## src/rtl/instr_loader.sv

```systemverilog
// instr_loader: byte-stream program loader. Packs a count byte plus 3 bytes per word
// into 20-bit instructions written to instruction memory from address 0, holding the CPU.
module instr_loader #(
  parameter int ADDR_W  = 5,
  parameter int INSTR_W = 20
) (
  input  logic               clk,
  input  logic               reset,
  input  logic               start,
  input  logic               in_valid,
  input  logic [7:0]         in_data,
  output logic               in_ready,
  output logic               wr_en,
  output logic [ADDR_W-1:0]  wr_addr,
  output logic [INSTR_W-1:0] wr_data,
  output logic               cpu_hold,
  output logic               done,
  output logic               err
);

  localparam logic [8:0] DEPTH_C = 9'(2 ** ADDR_W);

  typedef enum logic [2:0] {
    ST_IDLE  = 3'd0,
    ST_COUNT = 3'd1,
    ST_B0    = 3'd2,
    ST_B1    = 3'd3,
    ST_B2    = 3'd4,
    ST_WRITE = 3'd5,
    ST_DONE  = 3'd6
  } state_t;

  state_t              state_r;
  state_t              next_state_s;
  logic [7:0]          n_r;
  logic [ADDR_W:0]     word_cnt_r;
  logic [ADDR_W:0]     cnt_next_s;
  logic [3:0]          op_r;
  logic [7:0]          first_r;
  logic [ADDR_W-1:0]   wr_addr_r;
  logic [INSTR_W-1:0]  wr_data_r;
  logic                err_r;
  logic                in_ready_s;
  logic                xfer_s;
  logic                n_zero_s;
  logic                n_big_s;
  logic                last_word_s;

  function automatic logic [INSTR_W-1:0] pack_word(input logic [3:0] op,
                                                   input logic [7:0] first,
                                                   input logic [7:0] second);
    pack_word = {op, first, second};
  endfunction

  assign in_ready_s  = (state_r == ST_COUNT) || (state_r == ST_B0) ||
                       (state_r == ST_B1)    || (state_r == ST_B2);
  assign xfer_s      = in_valid & in_ready_s;
  assign n_zero_s    = (in_data == 8'd0);
  assign n_big_s     = ({1'b0, in_data} > DEPTH_C);
  assign cnt_next_s  = word_cnt_r + {{ADDR_W{1'b0}}, 1'b1};
  assign last_word_s = (9'(cnt_next_s) == {1'b0, n_r});

  // State register
  always_ff @(posedge clk or negedge reset) begin
    if (!reset) begin
      state_r <= ST_IDLE;
    end else begin
      state_r <= next_state_s;
    end
  end

  // Next-state decode
  always_comb begin
    next_state_s = state_r;
    case (state_r)
      ST_IDLE: begin
        if (start) next_state_s = ST_COUNT;
        else       next_state_s = ST_IDLE;
      end
      ST_COUNT: begin
        if (!xfer_s)       next_state_s = ST_COUNT;
        else if (n_zero_s) next_state_s = ST_DONE;
        else if (n_big_s)  next_state_s = ST_IDLE;
        else               next_state_s = ST_B0;
      end
      ST_B0: begin
        if (xfer_s) next_state_s = ST_B1;
        else        next_state_s = ST_B0;
      end
      ST_B1: begin
        if (xfer_s) next_state_s = ST_B2;
        else        next_state_s = ST_B1;
      end
      ST_B2: begin
        if (xfer_s) next_state_s = ST_WRITE;
        else        next_state_s = ST_B2;
      end
      ST_WRITE: begin
        if (last_word_s) next_state_s = ST_DONE;
        else             next_state_s = ST_B0;
      end
      ST_DONE: next_state_s = ST_IDLE;
      default: next_state_s = ST_IDLE;
    endcase
  end

  // Count, byte capture, write word staging and sticky error
  always_ff @(posedge clk or negedge reset) begin
    if (!reset) begin
      n_r        <= 8'd0;
      word_cnt_r <= '0;
      op_r       <= 4'd0;
      first_r    <= 8'd0;
      wr_addr_r  <= '0;
      wr_data_r  <= '0;
      err_r      <= 1'b0;
    end else begin
      case (state_r)
        ST_IDLE: begin
          if (start) err_r <= 1'b0;
        end
        ST_COUNT: begin
          if (xfer_s) begin
            n_r        <= in_data;
            word_cnt_r <= '0;
            if (n_big_s) err_r <= 1'b1;
          end
        end
        ST_B0: begin
          if (xfer_s) begin
            op_r <= in_data[3:0];
            if (in_data[7:4] != 4'd0) err_r <= 1'b1;
          end
        end
        ST_B1: begin
          if (xfer_s) first_r <= in_data;
        end
        ST_B2: begin
          // Stage the word here so wr_addr/wr_data are already stable during WRITE
          if (xfer_s) begin
            wr_addr_r <= word_cnt_r[ADDR_W-1:0];
            wr_data_r <= pack_word(op_r, first_r, in_data);
          end
        end
        ST_WRITE: word_cnt_r <= cnt_next_s;
        default: ;
      endcase
    end
  end

  assign in_ready = in_ready_s;
  assign wr_en    = (state_r == ST_WRITE);
  assign wr_addr  = wr_addr_r;
  assign wr_data  = wr_data_r;
  assign cpu_hold = (state_r != ST_IDLE);
  assign done     = (state_r == ST_DONE);
  assign err      = err_r;

endmodule

```

## config.mk

```make
export PLATFORM = sky130hd
export DESIGN_NAME = instr_loader
export DESIGN_NICKNAME = d
export VERILOG_FILES = /design/src/rtl/instr_loader.sv
export SDC_FILE = /design/constraint.sdc
export NUM_CORES = 1
export LEC_CHECK = 0
export CAP_MARGIN = 5
export CORE_MARGIN = 2
export CORE_UTILIZATION = 45
export CTS_CLUSTER_DIAMETER = 200
export DETAILED_ROUTE_END_ITERATION = 7
export PLACE_DENSITY = 0.68
export SYNTH_ARGS = -nofsm -noshare
export SYNTH_HDL_FRONTEND = slang
export SYNTH_SLANG_ARGS = --single-unit
```

## constraint.sdc

```tcl
create_clock -name clk -period 2.75 [get_ports clk]
set_clock_uncertainty 0.05 [all_clocks]
set_input_delay 0.55 -clock clk [delete_from_list [all_inputs] [get_ports clk]]
set_output_delay 0.55 -clock clk [all_outputs]
set_load 0.1 [all_outputs]
```

==> results_tabular.tex <==
\begin{tabular}{lr}
\hline
Metric & Value \\
\hline
\multicolumn{2}{l}{\textbf{Run status}} \\
Result of the run & finished, final reports clean \\
\multicolumn{2}{l}{\textbf{Yosys}} \\
Count of state elements after synthesis & 55 \\
Number of distinct library cells after synthesis & 42 \\
Sequential share of the synthesized area & 54.62\% \\
Syn\_nets & 191 \\
Netlist Area Pre-Place & 2520 um\^{}2 \\
Count of warnings emitted by yosys & 0 \\
Primary flip-flop cell chosen by synthesis mapping & dfrtp\_1 \\
Post-synth EDFFs & 0 \\
Mapped Avg Cell Area & 14.16 um\^{}2 \\
Number of instances in the synthesized netlist & 178 \\
Synth async-reset ratio & 100.0\% \\
\multicolumn{2}{l}{\textbf{Clocking}} \\
Resized Gates After CTS & 0 \\
Clock net sink count & 55 \\
Clock network latency to the later pin of the worst-skew pair & 300 ps \\
Number of clock buffers inserted by TritonCTS & 5 \\
CTS Buffer Depth & 2 \\
Clock-pin slew on the worst setup and hold paths & 100 ps \\
Clock tree from TritonCTS & built \\
Clock tree root driver cell & clkbuf\_8 \\
Post-CTS Repair Setup Buffers & 0 \\
CTS H-tree depth & 2 \\
Hold buffer count at cts & 0 \\
\multicolumn{2}{l}{\textbf{Setup path}} \\
Startpoint kind of the worst setup timing path & flip-flop \\
Sort of element at the end of the critical path & output pin \\
Number of buffers and inverters on the critical path & 2 \\
Series of cell instances along the critical path & nand3b\_4 -> inv\_2 -> buf\_4 \\
WP data arrival & 1610 ps \\
Critical path fanouts, max & 15 \\
Top Family by Delay on Critical Path & flip-flops \\
CP Class & flip-flop to output pin \\
Required arrival time at the worst endpoint & 2150 ps \\
Standard cell with the maximum stage delay on the critical path & dfrtp\_1 \\
Startpoint of the lowest-slack register-to-register path & state\_r[0] \\
Maximum cell stage delay along the critical path & 660 ps \\
Setup crit start & state\_r[0] \\
\multicolumn{2}{l}{\textbf{Timing}} \\
Rel. slew slack & 67.36\% \\
Min Clock Period, post-route & 2213 ps \\
Setup repair after global routing missed its margin & no \\
Final-layout setup total negative slack & 0 ps \\
Slew of the pin with the lowest slew margin & 489.5 ps \\
Period utilisation layout & 80.46\% \\
Final setup vio count & 0 \\
Highest Clock Rate & 452.0 MHz \\
Total count of max-transition violations in the final report & 0 \\
Final hold violation count & 0 \\
\multicolumn{2}{l}{\textbf{Layout}} \\
Fin nets & 233 \\
Fraction of final layout cells with drive strength greater than 1 & 30.00\% \\
Most common cell after layout, fill and taps aside & dfrtp\_1 \\
Antenna diode count & 0 \\
Top library cells by usage in the layout, fill and taps aside & 55 x dfrtp\_1, 32 x buf\_4, 25 x mux2\_1, 20 x mux2\_4, 10 x clkdlybuf4s50\_1 \\
Post-Layout Inst Area & 3000 um\^{}2 \\
Layout Area Growth over Synthesis & 19.07\% \\
\multicolumn{2}{l}{\textbf{Global routing}} \\
Via count of the first global-routing pass & 1405 \\
Initial antenna violation count & 0 \\
GRT Residual Overflow & 0 \\
Maximum number of pins on one net before global-route repair & 26 \\
GRT Util Overall & 14.97\% \\
Wire length of the first global-routing pass & 7238 um \\
\multicolumn{2}{l}{\textbf{Die}} \\
Number of ports placed on the die boundary & 42 \\
Number of cell rows & 27 \\
Effective utilization at floorplan & 46.04\% \\
Width of the die & 78.83 um \\
Vert. Die Dim & 78.83 um \\
Total Die Area & 6214 um\^{}2 \\
Core Area & 5473 um\^{}2 \\
\multicolumn{2}{l}{\textbf{Drt}} \\
Drt pass-1 iters & 3 \\
Average vias per placed instance & 5.219 \\
Count of antenna-violating nets left after detailed routing & 0 \\
Wire per inst & 14.95 um \\
Violation count after the first detailed-routing iteration & 92 \\
Vias & 1524 \\
Total wirelength of the detailed-routed design & 4366 um \\
\# DRC & 0 \\
\multicolumn{2}{l}{\textbf{Placed design}} \\
Dpl hpwl & 3176 um \\
Port Buffer Count & 41 \\
Routability congestion estimate & 0.7766 \\
Post-Place Cell Area & 2894 um\^{}2 \\
\multicolumn{2}{l}{\textbf{Run}} \\
Number of max-capacitance violations reported & 0 \\
\multicolumn{2}{l}{\textbf{Worst hold path}} \\
Worst hold path class & input pin to async pin \\
\hline
\end{tabular}
==> through the flow <==
step	setup slack, ps	utilization, %	hold slack (ps)	instances
6_report	537.5	54.82	106.2	292
5_1_grt	421.7	54.82	122.5	292
4_1_cts	539.4	54.82	116.9	292
3_5_place_dp	460.4	52.88	429.6	285
3_3_place_gp	487.1	52.88	417.5	285
2_1_floorplan	13.95	-	204.4	178
==> registers in the layout (all words and copies together), names as in the netlist <==
| name | flops |
|---|---|
| wr_data | 20 |
| wr_addr | 5 |
| word_cnt_r | 6 |
| err | 1 |
| state_r | 3 |
| first_r | 8 |
| n_r | 8 |
| op_r | 4 |
==> routing by layer <==
| metal | wire length (um) | vias to the layer above | part of all wire, % | track usage, % |
|---|---|---|---|---|
| met5 | 0 | - | 0 | 0 |
| met4 | 59 | 0 | 1.4 | 4.655 |
| met3 | 157 | 5 | 3.6 | 3.523 |
| met2 | 1966 | 28 | 45 | 22.22 |
| met1 | 2182 | 774 | 50 | 21.85 |
| li1 | - | 717 | - | - |
==> Yosys cell counts, types with 3 or more instances <==
cell type / count / area share, %
dfrtp_1: 55 / 55
o31ai_1: 3 / 0.89
nor2_1: 6 / 0.89
buf_2: 4 / 0.79
nand2_1: 5 / 0.74
buf_6: 3 / 1.3
nor3_1: 3 / 0.60
xnor2_1: 8 / 2.8
nand3_1: 4 / 0.79
mux2_1: 25 / 11
mux2_4: 20 / 12
o21ai_1: 4 / 0.79
==> worst paths after layout <==
path                            slack [ps]  cells after the start     endpoint
worst max register to register         870                      3   wr_addr[2]
worst max-delay path                   540                      3        wr_en
worst min-delay path                   110                      1   wr_data[0]
max in group asynchronous             1900                      2       n_r[0]
min in group clk                       440                      1  wr_data[18]
worst min register to register         440                      1  wr_data[18]
==> cell type report <==
type	count	area (um^2)
Fill cell	487	2472
Inverter	3	11.26
Clock buffer	5	68.82
Clock inverter	2	37.54
Multi-Input combinational cell	112	1071
Timing Repair Buffer	43	345.3
Tap cell	72	90.09
Sequential cell	55	1376
==> cell families (layout without fill, tap and decap cells) <==
group | count (synthesis) | after routing | synth area share [%]
buffers and inverters | 11 | 53 | 2.880
multiplexers | 47 | 47 | 23.88
flip-flops | 55 | 55 | 54.62
XOR/XNOR | 11 | 11 | 4.419
AND/OR/NAND/NOR | 36 | 36 | 9.037
adder cells (fa/ha/maj) | 1 | 1 | 0.4964
AO/OA/AOI/OAI | 17 | 17 | 4.668
Power is not shown: default switching activity piles up to over one toggle a cycle in this logic, so the estimate is an artifact.
